[src/rtl/seg7_bcd_conv.sv]
// Purpose: sequential binary-to-BCD converter (double-dabble, one bit per clock) with hex pass-through and overflow flag.
// Latency: exactly IN_W cycles from the accept edge to the o_done pulse, in every mode.
// Backpressure: o_ready is low while converting; i_valid without o_ready is dropped, never queued.
module seg7_bcd_conv #(
  parameter int IN_W = 27
) (
  input  logic            clk,
  input  logic            rst,
  input  logic            i_valid,
  input  logic [IN_W-1:0] i_bin,
  input  logic            i_hex,
  output logic            o_ready,
  output logic            o_done,
  output logic [31:0]     o_data,
  output logic            o_ovf
);

  localparam int CW = $clog2(IN_W + 1);
  localparam logic [31:0] DEC_MAX = 32'd99_999_999;

  typedef enum logic {IDLE, SHIFT} state_t;

  state_t          state, state_nxt;
  logic [IN_W-1:0] bin_sr, bin_nxt;
  logic [IN_W-1:0] hold_bin;
  logic            hold_hex;
  logic            ovf_q;
  logic [31:0]     bcd, bcd_adj, bcd_nxt;
  logic [CW-1:0]   cnt;
  logic            accept, last;
  logic            ovf_in;
  logic [31:0]     bin_ext;

  // Per-digit add-3 correction, then shift {bcd, bin} left by one.
  always_comb begin
    bcd_adj = bcd;
    for (int k = 0; k < 8; k++) begin
      if (bcd[4*k +: 4] >= 4'd5)
        bcd_adj[4*k +: 4] = bcd[4*k +: 4] + 4'd3;
    end
    bcd_nxt = {bcd_adj[30:0], bin_sr[IN_W-1]};
    bin_nxt = bin_sr << 1;
  end

  // Overflow is judged on the raw request at full width; narrow inputs never trip it.
  assign bin_ext = 32'(i_bin);
  assign ovf_in  = !i_hex && (bin_ext > DEC_MAX);

  // Next-state logic and handshake decode.
  always_comb begin
    state_nxt = state;
    accept    = 1'b0;
    last      = 1'b0;
    o_ready   = (state == IDLE);
    case (state)
      IDLE: begin
        if (i_valid) begin
          accept    = 1'b1;
          state_nxt = SHIFT;
        end
      end
      SHIFT: begin
        if (cnt == CW'(1)) begin
          last      = 1'b1;
          state_nxt = IDLE;
        end
      end
      default: state_nxt = IDLE;
    endcase
  end

  // State register, datapath and held result; reset wins over any in-flight conversion.
  always_ff @(posedge clk) begin
    if (rst) begin
      state    <= IDLE;
      bin_sr   <= '0;
      bcd      <= '0;
      hold_bin <= '0;
      hold_hex <= 1'b0;
      ovf_q    <= 1'b0;
      cnt      <= '0;
      o_done   <= 1'b0;
      o_data   <= 32'h0000_0000;
      o_ovf    <= 1'b0;
    end else begin
      state  <= state_nxt;
      o_done <= last;
      if (accept) begin
        bin_sr   <= i_bin;
        bcd      <= '0;
        hold_bin <= i_bin;
        hold_hex <= i_hex;
        ovf_q    <= ovf_in;
        cnt      <= CW'(IN_W);
      end else if (state == SHIFT) begin
        bin_sr <= bin_nxt;
        bcd    <= bcd_nxt;
        cnt    <= cnt - CW'(1);
        if (last) begin
          if (ovf_q)
            o_data <= 32'hEEEE_EEEE;
          else if (hold_hex)
            o_data <= 32'(hold_bin);
          else
            o_data <= bcd_nxt;
          o_ovf <= ovf_q;
        end
      end
    end
  end

endmodule

[config.mk]
export PLATFORM = sky130hd
export DESIGN_NAME = seg7_bcd_conv
export DESIGN_NICKNAME = d
export VERILOG_FILES = /design/src/rtl/seg7_bcd_conv.sv
export SDC_FILE = /design/constraint.sdc
export NUM_CORES = 1
export LEC_CHECK = 0
export ABC_AREA = 1
export BUFFER_PORTS_ARGS = -buffer_cell sky130_fd_sc_hd__buf_2
export CAP_MARGIN = 30
export CORE_ASPECT_RATIO = 2
export CORE_MARGIN = 5
export CORE_UTILIZATION = 59
export DETAILED_ROUTE_END_ITERATION = 8
export PLACE_DENSITY_LB_ADDON = 0.2
export SKIP_LAST_GASP = 1
export SLEW_MARGIN = 20
export SYNTH_ARGS = -nofsm -noshare
export SYNTH_HDL_FRONTEND = slang
export SYNTH_SLANG_ARGS = --single-unit
[constraint.sdc]
create_clock -name clk -period 1.5 [get_ports clk]
set_input_delay 0 -clock clk [delete_from_list [all_inputs] [get_ports clk]]
set_output_delay 0 -clock clk [all_outputs]
set_load 0.01 [all_outputs]
## Word level (Yosys, flattened, before mapping)

Cells that the tools add are included.

| storage, ports and cells | value |
|---|---|
| flip-flop bits (word level) | 128 |
| latch bits | 0 |
| bits in writable memories | 0 |
| ROM bits | 0 |
| input port bits | 31 |
| output and inout port bits | 35 |
| memories | 0 |

| operators by class | value |
|---|---|
| $add $sub $neg | 9 |
| $mul | 0 |
| div/mod/pow operators | 0 |
| $lt $le $gt $ge | 9 |
| equal/unequal tests | 1 |
| shifts and indexed selects | 0 |
| mux-type cells | 20 |
| bitwise gates (word level) | 2 |
| reduce and logical (&&, ||, !) cells | 5 |

Operators with widths:

| cell | count |
|---|---|
| two-way mux 32 bit | 2 |
| two-way mux 27 bit | 2 |
| greater-or-equal comparator 4 x 3 -> 1 bit (second input constant) | 8 |
| adder 4 x 2 -> 4 bit (second input constant) | 7 |
| two-way mux 4 bit | 7 |
| > comparator 27 bit (second input constant) | 1 |
| two-way mux 5 bit | 2 |
| equality test 5 x 1 -> 1 bit (second input constant) | 1 |
| two-way mux 1 bit | 5 |
| subtractor 5 x 1 -> 5 bit (second input constant) | 1 |
| adder 3 x 2 -> 3 bit (second input constant) | 1 |
| two-way mux 3 bit | 1 |
| AND reduction 3 bit | 1 |
| NOT 1 bit | 2 |
| one-hot mux 1 bit (2 select lines) | 1 |
| nonzero test 2 bit | 1 |
| OR reduction 2 bit | 1 |
| logical AND 1 bit | 1 |
| zero test 1 bit | 1 |

## Logic depth before layout (Yosys ltp)

Gate-level depths: netlist (run 1).

| depth | value |
|---|---|
| word-level depth | 4 |
| mapped depth | 11 |

## Worst setup path before layout (run 1)

Ideal clock, no wire load.

| path | value |
|---|---|
| kind | register to register |
| start point | reg cnt[1] |
| end point | reg o_data[21] |
| library setup time | 0.119 ns |
| arrival time | 1.163 ns |
| required time | 1.381 ns |
| slack | 0.218 ns |
| cell stages (with the launch flop) | 9 |
| path buffers | 1 |
| clock period less this slack | 1.282 ns |
| path through | dfxtp_1 > inv_1 > ha_1 > nand2_1 > nor2_4 > nand2_4 > buf_6 > a21oi_1 > a21oi_1 |

| on the way | value |
|---|---|
| word-level cells in the longest chain between the ends | 4 |

RTL lines:

| element | RTL line | text |
|---|---|---|
| start: declaration | 29 | `logic [CW-1:0] cnt;` |
| start signal: assignment | 94 | `cnt <= CW'(IN_W);` |
| start signal: assignment | 98 | `cnt <= cnt - CW'(1);` |
| equality test 5 x 1 -> 1 bit | 63 | `if (cnt == CW'(1)) begin` |
| two-way mux 1 bit | 63 |  |
| two-way mux 1 bit | 55 | `case (state)` |
| AND reduction 3 bit (no source line) | n/a |  |
| end signal: assignment | 103 | `o_data <= 32'(hold_bin);` |
| end signal: assignment | 105 | `o_data <= bcd_nxt;` |
| end: declaration | 14 | `output logic [31:0] o_data,` |

Every way passes these cells.
A chain may end at the register's enable or synchronous reset.

## Worst setup path after layout (run 1)

| path | value |
|---|---|
| start point | reg cnt[1] |
| end point | reg o_data[0] |

Same word-level chain as after synthesis.

==> impl_metrics.json, run 1 <==
{
  "outcome": "finished with violations",
  "failed_checks": "setup timing",
  "dp_slack_ns": 0.04152,
  "place.gp.congestion": 0.8702,
  "ir_drop_mv": 1.075,
  "synth_cells": 899,
  "maxSlewHeadroom": 0.7312,
  "clkTransAtPathRegs_ns": 0.06,
  "drive_above_1_share": 0.1647,
  "io_buffer_count": 65,
  "ctsLongestPathBuffers": 2,
  "grt_pass1_vias": 5745,
  "crit_type": "reg -> reg",
  "slew_viol_final": 0,
  "diodes": 0,
  "design_area_um2": 7727,
  "die_w_um": 82.40,
  "crit_top_cell": "buf_4",
  "cts_buffers": 17,
  "setup_viol": 1,
  "grt.total_usage": 0.2586,
  "syn_area_um2": 6185,
  "synth_edf_count": 0,
  "final_common_cell": "nand2_1",
  "setup_ws_ns": -0.01046,
  "antenna_found_initial": 0,
  "cts_tree": "built",
  "die_h_um": 154.8,
  "overflow": 0,
  "powerDensity_nw_per_um2": 1155,
  "reg2reg_from": "cnt[1]$_SDFFE_PP0P_",
  "synth_seq_area_share": 0.4143,
  "worstHoldPathType": "in -> reg",
  "ys_types": 36,
  "start_util": 0.5940,
  "cts-root-buf": "clkbuf_16",
  "htree_levels": 4,
  "synthArstFlopShare": 0,
  "wire_per_inst_um": 13.90,
  "nets": 1056,
  "whs_path_depth": 4,
  "synth_top_flop_cell": "dfxtp_1",
  "grt_pass1_wl_um": 25910,
  "rsz0062_at_grt": "yes",
  "reg2reg_slack_ns": -0.01,
  "whs_endpoint": "hold_bin[8]$_SDFFE_PP0P_",
  "path_cells": "inv_2 -> ha_2 -> nand2_2 -> nor2_4 -> buf_4 -> nand2_4 -> buf_4 -> o31ai_2",
  "syn_area_per_cell_um2": 6.880,
  "num_vias": 6052,
  "worstHoldStart": "i_bin[8]",
  "max_freq_ghz": 0.6621,
  "path_max_fanout": 9,
  "synth-seq-cells": 128,
  "worstPathArrival_ns": 1.85,
  "place_area_um2": 6689,
  "synth.area.top_cells": "dfxtp_1 41%, nand2_1 15%, inv_1 9.7%, a21oi_1 7.6%, ha_1 3.6%",
  "drt_iter0_markers": 352,
  "num_io_pins": 66,
  "reg2reg_to": "o_data[0]$_SDFFE_PP0P_",
  "viasPerCell": 5.231,
  "max_slew.worst_pin.slew_ns": 0.3995,
  "cp.required_ns": 1.84,
  "maxCapViolCount": 0,
  "num_rows": 53,
  "post-route-period-util": 1.007,
  "slowest_stage": "dfxtp_1",
  "ant_nets": 0,
  "wirelength_um": 16080,
  "layout_common_cells": "243 x nand2_1, 151 x inv_1, 126 x dfxtp_1",
  "synth_top_area_share": 0.4143,
  "die_area_um2": 12750,
  "crit_path_start_kind": "flip-flop",
  "syn_to_final_growth_pct": 24.94,
  "cpPeakStageDelay_ns": 0.31,
  "clkLatencyLatePin_ns": 0.42,
  "reg2regPathDepth": 8,
  "synth.net_count": 948,
  "grt_max_degree": 57,
  "drc": 0,
  "dp_hpwl_um": 10790,
  "yosysWarnings": 0,
  "core-area_um2": 10410,
  "fin_skew_ns": 0.009486,
  "synth_top_cell_by_area": "dfxtp_1",
  "hold_viol_final": 0,
  "dr.pass1.iters": 5,
  "p_leak_nw": 3.762,
  "min_period_ns": 1.510,
  "end_kind": "flip-flop",
  "clock-sinks": 128
}
-- report_power, final --
| part | switching [W] | internal (W) | total, W |
|---|---|---|---|
| Clock | 0.00166 | 0.00233 | 0.00399 |
| Sequential | 0.000102 | 0.00359 | 0.00369 |
| Combinational | 0.000771 | 0.000472 | 0.00124 |
-- kinds of logic after synthesis --
| logic type | after synthesis | synth area share |
|---|---|---|
| buf+inv | 203 | 0.1319 |
| flops | 128 | 0.4143 |
| compound gates | 207 | 0.1922 |
| xor+xnor | 1 | 0.001416 |
| fa+ha+maj | 18 | 0.03642 |
| simple gates | 342 | 0.2237 |
-- layer usage --
layer | global-route usage | routed length [µm] | vias to the layer above | part of all wire
met1 | 0.2823 | 6264 | 2759 | 0.39
met3 | 0.05128 | 587 | 58 | 0.037
met5 | 0 | 0 | - | 0
li1 | - | - | 3072 | -
met2 | 0.4636 | 8589 | 163 | 0.53
met4 | 0.1125 | 639 | 0 | 0.040
-- worst max-delay path by stage --
stage | startpoint | to | slack [ns] | cells past startpoint
global placement | cnt[1]$_SDFFE_PP0P_ | o_data[8]$_SDFFE_PP0P_ | 0.08 | 8
floorplan | cnt[1]$_SDFFE_PP0P_ | o_data[21]$_SDFFE_PP0P_ | 0.22 | 8
detailed placement | cnt[1]$_SDFFE_PP0P_ | o_data[20]$_SDFFE_PP0P_ | 0.04 | 8
finish | cnt[1]$_SDFFE_PP0P_ | o_data[0]$_SDFFE_PP0P_ | -0.01 | 8
CTS | cnt[1]$_SDFFE_PP0P_ | o_data[20]$_SDFFE_PP0P_ | 0.03 | 8
global route | cnt[1]$_SDFFE_PP0P_ | o_data[13]$_SDFFE_PP0P_ | -0.08 | 8
-- flip-flops by register name, indices dropped and copies added, names as in the netlist --
register,flops
bcd,32
o_done,1
hold_hex,1
ovf_q,1
o_ovf,1
o_data,32
cnt,5
state,1
bin_sr,27
hold_bin,27
-- layout make-up --
class                   count  area (µm²)
inverters                 164       620.6
multi-input cells         570        2899
flip-flops and latches    128        2565
clock inverters            15       151.4
clock buffers              17       425.4
well taps                 137       171.4
repair buffers            126       894.6
fillers                   863        2684
-- per-stage QoR --
step / hold WS [ns] / util / total power [W] / setup TNS (ns) / std cells
after floorplan: 0.1440 / - / 0.004531 / 0 / 899
after global placement: 0.2993 / 0.6425 / 0.004856 / 0 / 1086
after detailed placement: 0.3044 / 0.6425 / 0.004876 / 0 / 1086
after CTS: 0.4089 / 0.7271 / 0.008887 / 0 / 1148
after global routing: 0.4462 / 0.7422 / 0.009306 / -0.7657 / 1157
final: 0.4185 / 0.7422 / 0.008922 / -0.01046 / 1157
-- cell usage after synthesis (all sizes together) (3+ instances only) --
cell and number:
nand3 30, ha 18, clkbuf 16, a31oi 3, dfxtp 128, o21a 6, a21oi 94, o211ai 3
o21ai 61, nand4 3, buf 23, inv 164, nor2 60, a211oi 9, o221ai 20, o22ai 5
nand2 247
-- worst max-delay path, delay by kind of cell, from the launching register on --
kind            cells  cell delay (ns)
fa+ha+maj           1             0.18
compound gates      1             0.15
simple gates        3             0.38
buf+inv             3             0.41
flops               1             0.31
-- timing repair --
action	4_1_cts	5_1_grt
setup buffers	0	7
hold buffers	30	0
setup endpoints to repair	1	38
resized for setup	1	31
cloned	0	2
pin swaps	0	6
endpoints found under the hold margin	58	0
No activity file was read; power rests on OpenSTA's default activity.
==> run 2: changes to the inputs <==
Settings changed: CELL_PAD_IN_SITES_DETAIL_PLACEMENT set to 0, CELL_PAD_IN_SITES_GLOBAL_PLACEMENT set to 1, CORE_UTILIZATION 59 to 42.
==> impl_metrics.json, run 2 (synthesized netlist as in run 1, its figures left out) <==
{
  "crit_top_cell": "nor2_4",
  "max_slew.worst_pin.slew_ns": 0.4173,
  "viasPerCell": 4.835,
  "reg2regPathDepth": 8,
  "die_w_um": 95.81,
  "die_h_um": 181.6,
  "path_max_fanout": 6,
  "cts-root-buf": "clkbuf_16",
  "final_common_cell": "nand2_1",
  "num_vias": 5860,
  "reg2reg_from": "cnt[2]$_SDFFE_PP0P_",
  "cp.required_ns": 1.80,
  "dr.pass1.iters": 5,
  "grt.total_usage": 0.2001,
  "syn_to_final_growth_pct": 27.29,
  "place_area_um2": 6845,
  "core-area_um2": 14430,
  "overflow": 0,
  "num_io_pins": 66,
  "path_cells": "nor2_4 -> nand2_2 -> nor2_4 -> nand2_8 -> buf_6 -> buf_4 -> a21oi_2 -> a21oi_1",
  "reg2reg_slack_ns": 0.07,
  "maxCapViolCount": 0,
  "layout_common_cells": "239 x nand2_1, 153 x inv_1, 125 x dfxtp_1",
  "ir_drop_mv": 0.7685,
  "top_regs": "bcd (32), o_data (32)",
  "cpPeakStageDelay_ns": 0.36,
  "wirelength_um": 16840,
  "min_period_ns": 1.435,
  "slowest_stage": "dfxtp_1",
  "rsz0062_at_grt": "yes",
  "grt_max_degree": 57,
  "crit_type": "reg -> reg",
  "reg2reg_to": "o_data[14]$_SDFFE_PP0P_",
  "end_kind": "flip-flop",
  "whs_path_depth": 5,
  "ant_nets": 0,
  "maxSlewHeadroom": 0.7218,
  "post-route-period-util": 0.9567,
  "diodes": 0,
  "setup_viol": 0,
  "hold_viol_final": 0,
  "clock-sinks": 128,
  "slew_viol_final": 0,
  "place.gp.congestion": 0.8480,
  "clkTransAtPathRegs_ns": 0.06,
  "max_freq_ghz": 0.6969,
  "worstHoldPathType": "in -> reg",
  "num_rows": 62,
  "worstPathArrival_ns": 1.73,
  "cts_buffers": 17,
  "drt_iter0_markers": 191,
  "dp_hpwl_um": 12350,
  "design_area_um2": 7873,
  "drc": 0,
  "start_util": 0.4286,
  "htree_levels": 4,
  "io_buffer_count": 65,
  "crit_start": "cnt[2]$_SDFFE_PP0P_",
  "die_area_um2": 17400,
  "drive_above_1_share": 0.1706,
  "crit_path_start_kind": "flip-flop",
  "fin_skew_ns": 0.01046,
  "clkLatencyLatePin_ns": 0.41,
  "grt_pass1_wl_um": 27260,
  "powerDensity_nw_per_um2": 1164,
  "outcome": "finished, final reports clean",
  "p_leak_nw": 3.799,
  "grt_pass1_vias": 5507,
  "nets": 1056,
  "wire_per_inst_um": 13.90,
  "cts_tree": "built",
  "ctsLongestPathBuffers": 2,
  "antenna_found_initial": 0,
  "finalSetupTns_ns": 0,
  "cp-endpoint": "o_data[14]$_SDFFE_PP0P_"
}
==> run 2: cell types whose count changed in the layout (fill, tap and decap cells not counted), sizes merged <==
cell and delta:
nand2 -2, buf +5, bufinv +2, dlygate4sd3 -3, inv -6, clkbuf +2, clkinvlp +2
==> run 2: per-layer routing <==
layer	track usage	routed length (µm)	vias to the layer above
li1	-	-	3077
met1	0.2228	6700	2670
met2	0.3653	9227	93
met3	0.03521	492	20
met4	0.07640	422	0
met5	0	0	-
==> run 2: report_power, final <==
part	switching (W)	total, W	internal (W)
logic	0.000776	0.00127	0.000491
clock network	0.00154	0.00420	0.00266
registers	0.000105	0.00370	0.00359
total	0.00242	0.00916	0.00674
==> run 2: worst min-delay path by stage <==
stage	start	to	slack (ns)
6_report	i_bin[14]	bin_sr[14]$_SDFFE_PP0P_	0.04
5_1_grt	i_bin[14]	bin_sr[14]$_SDFFE_PP0P_	0.05
4_1_cts	i_bin[14]	bin_sr[14]$_SDFFE_PP0P_	0.02
3_5_place_dp	i_bin[0]	bin_sr[0]$_SDFFE_PP0P_	0.30
3_3_place_gp	i_bin[2]	hold_bin[2]$_SDFFE_PP0P_	0.30
2_1_floorplan	i_valid	state$_SDFF_PP0_	0.14
==> run 2: area by class of cell <==
type / count / area, µm²
Fill cell: 1506 / 6556
Clock inverter: 13 / 160.2
Clock buffer: 19 / 442.9
Multi-Input combinational cell: 568 / 2898
Tap cell: 192 / 240.2
Inverter: 164 / 620.6
Sequential cell: 128 / 2566
Timing Repair Buffer: 128 / 944.7
==> run 2: what timing repair did <==
| item | in CTS | in global routing |
|---|---|---|
| gates resized for setup | 0 | 37 |
| hold buffers | 27 | 0 |
| endpoints found under the hold margin | 50 | 0 |
| buffers inserted | 0 | 7 |
| endpoints found under the setup margin | 0 | 54 |
==> run 2: critical path, delay by kind of cell (launching register included) <==
family	cells	cell delay (ns)
DFF	1	0.36
and+or+nand+nor	4	0.51
buffers and inverters	2	0.28
AOI/OAI and AO/OA	2	0.18
==> run 2: stage by stage <==
stage	setup slack, ns	power (W)	util	std cells	hold WS (ns)
after floorplan	0.2176	0.004531	-	899	0.1440
after global placement	0.09062	0.004938	0.4744	1146	0.3044
after detailed placement	0.07310	0.004940	0.4744	1146	0.3001
after CTS	0.06449	0.009186	0.5349	1205	0.01928
after global routing	-0.02465	0.009565	0.5456	1212	0.04837
final	0.06501	0.009160	0.5456	1212	0.03598
==> run 3: changes to the inputs <==
Clock period 1.5 ns to 1.55 ns, I/O delays scaled along.
==> impl_metrics.json, run 3 (synthesized netlist as in run 1, its figures left out) <==
{
  "top_regs": "bcd (32), o_data (32)",
  "ir_drop_mv": 0.7860,
  "cp.required_ns": 1.55,
  "ant_nets": 0,
  "dr.pass1.iters": 5,
  "reg2regPathDepth": 8,
  "num_rows": 62,
  "drive_above_1_share": 0.1483,
  "clock-sinks": 128,
  "fin_skew_ns": 0.009461,
  "cts_buffers": 17,
  "max_freq_ghz": 0.6960,
  "dp_slack_ns": 0.09634,
  "worstPathArrival_ns": 1.44,
  "htree_levels": 4,
  "overflow": 0,
  "grt_pass1_vias": 5630,
  "hold_viol_final": 0,
  "diodes": 0,
  "num_vias": 5820,
  "die_area_um2": 17400,
  "end_kind": "output pin",
  "final_common_cell": "nand2_1",
  "slowest_stage": "dfxtp_1",
  "min_period_ns": 1.437,
  "wirelength_um": 16790,
  "crit_type": "reg -> out",
  "maxCapViolCount": 0,
  "drt_iter0_markers": 253,
  "fillers": 1528,
  "syn_to_final_growth_pct": 23.43,
  "grt.total_usage": 0.2026,
  "path_cells": "inv_4 -> buf_8 -> buf_2",
  "die_h_um": 181.6,
  "drc": 0,
  "place.gp.congestion": 0.8109,
  "clkTransAtPathRegs_ns": 0.06,
  "crit_path_start_kind": "flip-flop",
  "cts-root-buf": "clkbuf_16",
  "post-route-period-util": 0.9270,
  "num_io_pins": 66,
  "antenna_found_initial": 0,
  "viasPerCell": 4.862,
  "path_max_fanout": 56,
  "p_leak_nw": 3.681,
  "max_slew.worst_pin.slew_ns": 0.4249,
  "clkLatencyLatePin_ns": 0.41,
  "worstHoldStart": "i_bin[14]",
  "die_w_um": 95.81,
  "start_util": 0.4286,
  "layout_common_cells": "244 x nand2_1, 153 x inv_1, 127 x dfxtp_1",
  "grt_max_degree": 57,
  "ctsLongestPathBuffers": 2,
  "whs_path_depth": 4,
  "worstHoldPathType": "in -> reg",
  "slew_viol_final": 0,
  "multi_input_area_um2": 2856,
  "outcome": "finished, final reports clean",
  "io_buffer_count": 65,
  "setup_ws_ns": 0.1132,
  "setup_viol": 0,
  "reg2reg_to": "o_data[9]$_SDFFE_PP0P_",
  "maxSlewHeadroom": 0.7167,
  "dp_hpwl_um": 12180,
  "whs_endpoint": "hold_bin[14]$_SDFFE_PP0P_",
  "nets": 1041,
  "cpPeakStageDelay_ns": 0.36,
  "core-area_um2": 14430,
  "grt_pass1_wl_um": 27690,
  "finalPower_w": 0.008352,
  "wire_per_inst_um": 14.02,
  "register_area_um2": 2564,
  "rsz0062_at_grt": "yes",
  "powerDensity_nw_per_um2": 1094,
  "reg2reg_from": "cnt[1]$_SDFFE_PP0P_",
  "reg2reg_slack_ns": 0.13,
  "cts_tree": "built"
}
==> run 3: cell count changes in the layout (fill, tap and decap cells not counted), moves of 2 or more <==
cell       before  now
buf_12          6    4
buf_4          29   14
bufinv_16       3    0
dfxtp_1       125  127
dfxtp_2         3    1
ha_1           15   17
nand2_1       239  244
nand2_2         6    2
nor2_1         53   55
nor2_4          5    3
==> run 3: area by class of cell <==
class,count,share of cell area
multi-input cells,569,0.3742
inverters,164,0.08163
flip-flops and latches,128,0.3358
repair buffers,112,0.1057
clock buffers,20,0.05983
clock inverters,12,0.01131
well taps,192,0.03147
==> run 3: timing repair <==
action	in CTS	in global routing
gates cloned	0	1
hold buffers	27	0
endpoints found under the setup margin	1	37
pin swaps	0	2
endpoints found under the hold margin	52	0
buffers inserted	0	0
resized for setup	1	25
==> run 3: worst max-delay path by stage <==
| stage | start | endpoint | slack (ns) |
|---|---|---|---|
| floorplan | cnt[1]$_SDFFE_PP0P_ | o_data[21]$_SDFFE_PP0P_ | 0.27 |
| global placement | bcd[16]$_SDFFE_PP0P_ | bcd[17]$_SDFFE_PP0P_ | 0.1 |
| detailed placement | state$_SDFF_PP0_ | bin_sr[14]$_SDFFE_PP0P_ | 0.1 |
| CTS | state$_SDFF_PP0_ | o_ready | 0.03 |
| global route | cnt[1]$_SDFFE_PP0P_ | o_data[4]$_SDFFE_PP0P_ | -0.005 |
| finish | state$_SDFF_PP0_ | o_ready | 0.11 |
==> run 3: per-layer routing <==
layer,track usage,vias up,share of wire
li1,-,3038,-
met1,0.2310,2668,0.40
met2,0.3734,97,0.55
met3,0.03480,17,0.031
met4,0.05929,0,0.012
met5,0,-,0
==> run 3: per-stage QoR <==
| stage | TNS, ns | utilization | hold WS, ns | instances | instance area (µm²) |
|---|---|---|---|---|---|
| floorplan | 0 | - | 0.1440 | 899 | 6185 |
| detailed placement | 0 | 0.4680 | 0.2968 | 1137 | 6753 |
| global route | -0.004792 | 0.5291 | 0.05826 | 1197 | 7634 |
| CTS | 0 | 0.5246 | 0.01868 | 1196 | 7570 |
| finish | 0 | 0.5291 | 0.03343 | 1197 | 7634 |
| global placement | 0 | 0.4680 | 0.3080 | 1137 | 6753 |
==> run 3: worst max-delay path: cells and delay by family (launching register included) <==
kind | cells | cell delay (ns)
buffers and inverters | 3 | 0.67
DFF | 1 | 0.36
==> run 3: where the power goes <==
group          switching [W]  total, W  internal (W)
combinational       0.000732   0.00116      0.000432
sequential          0.000103   0.00358       0.00347
clock                0.00148   0.00361       0.00213
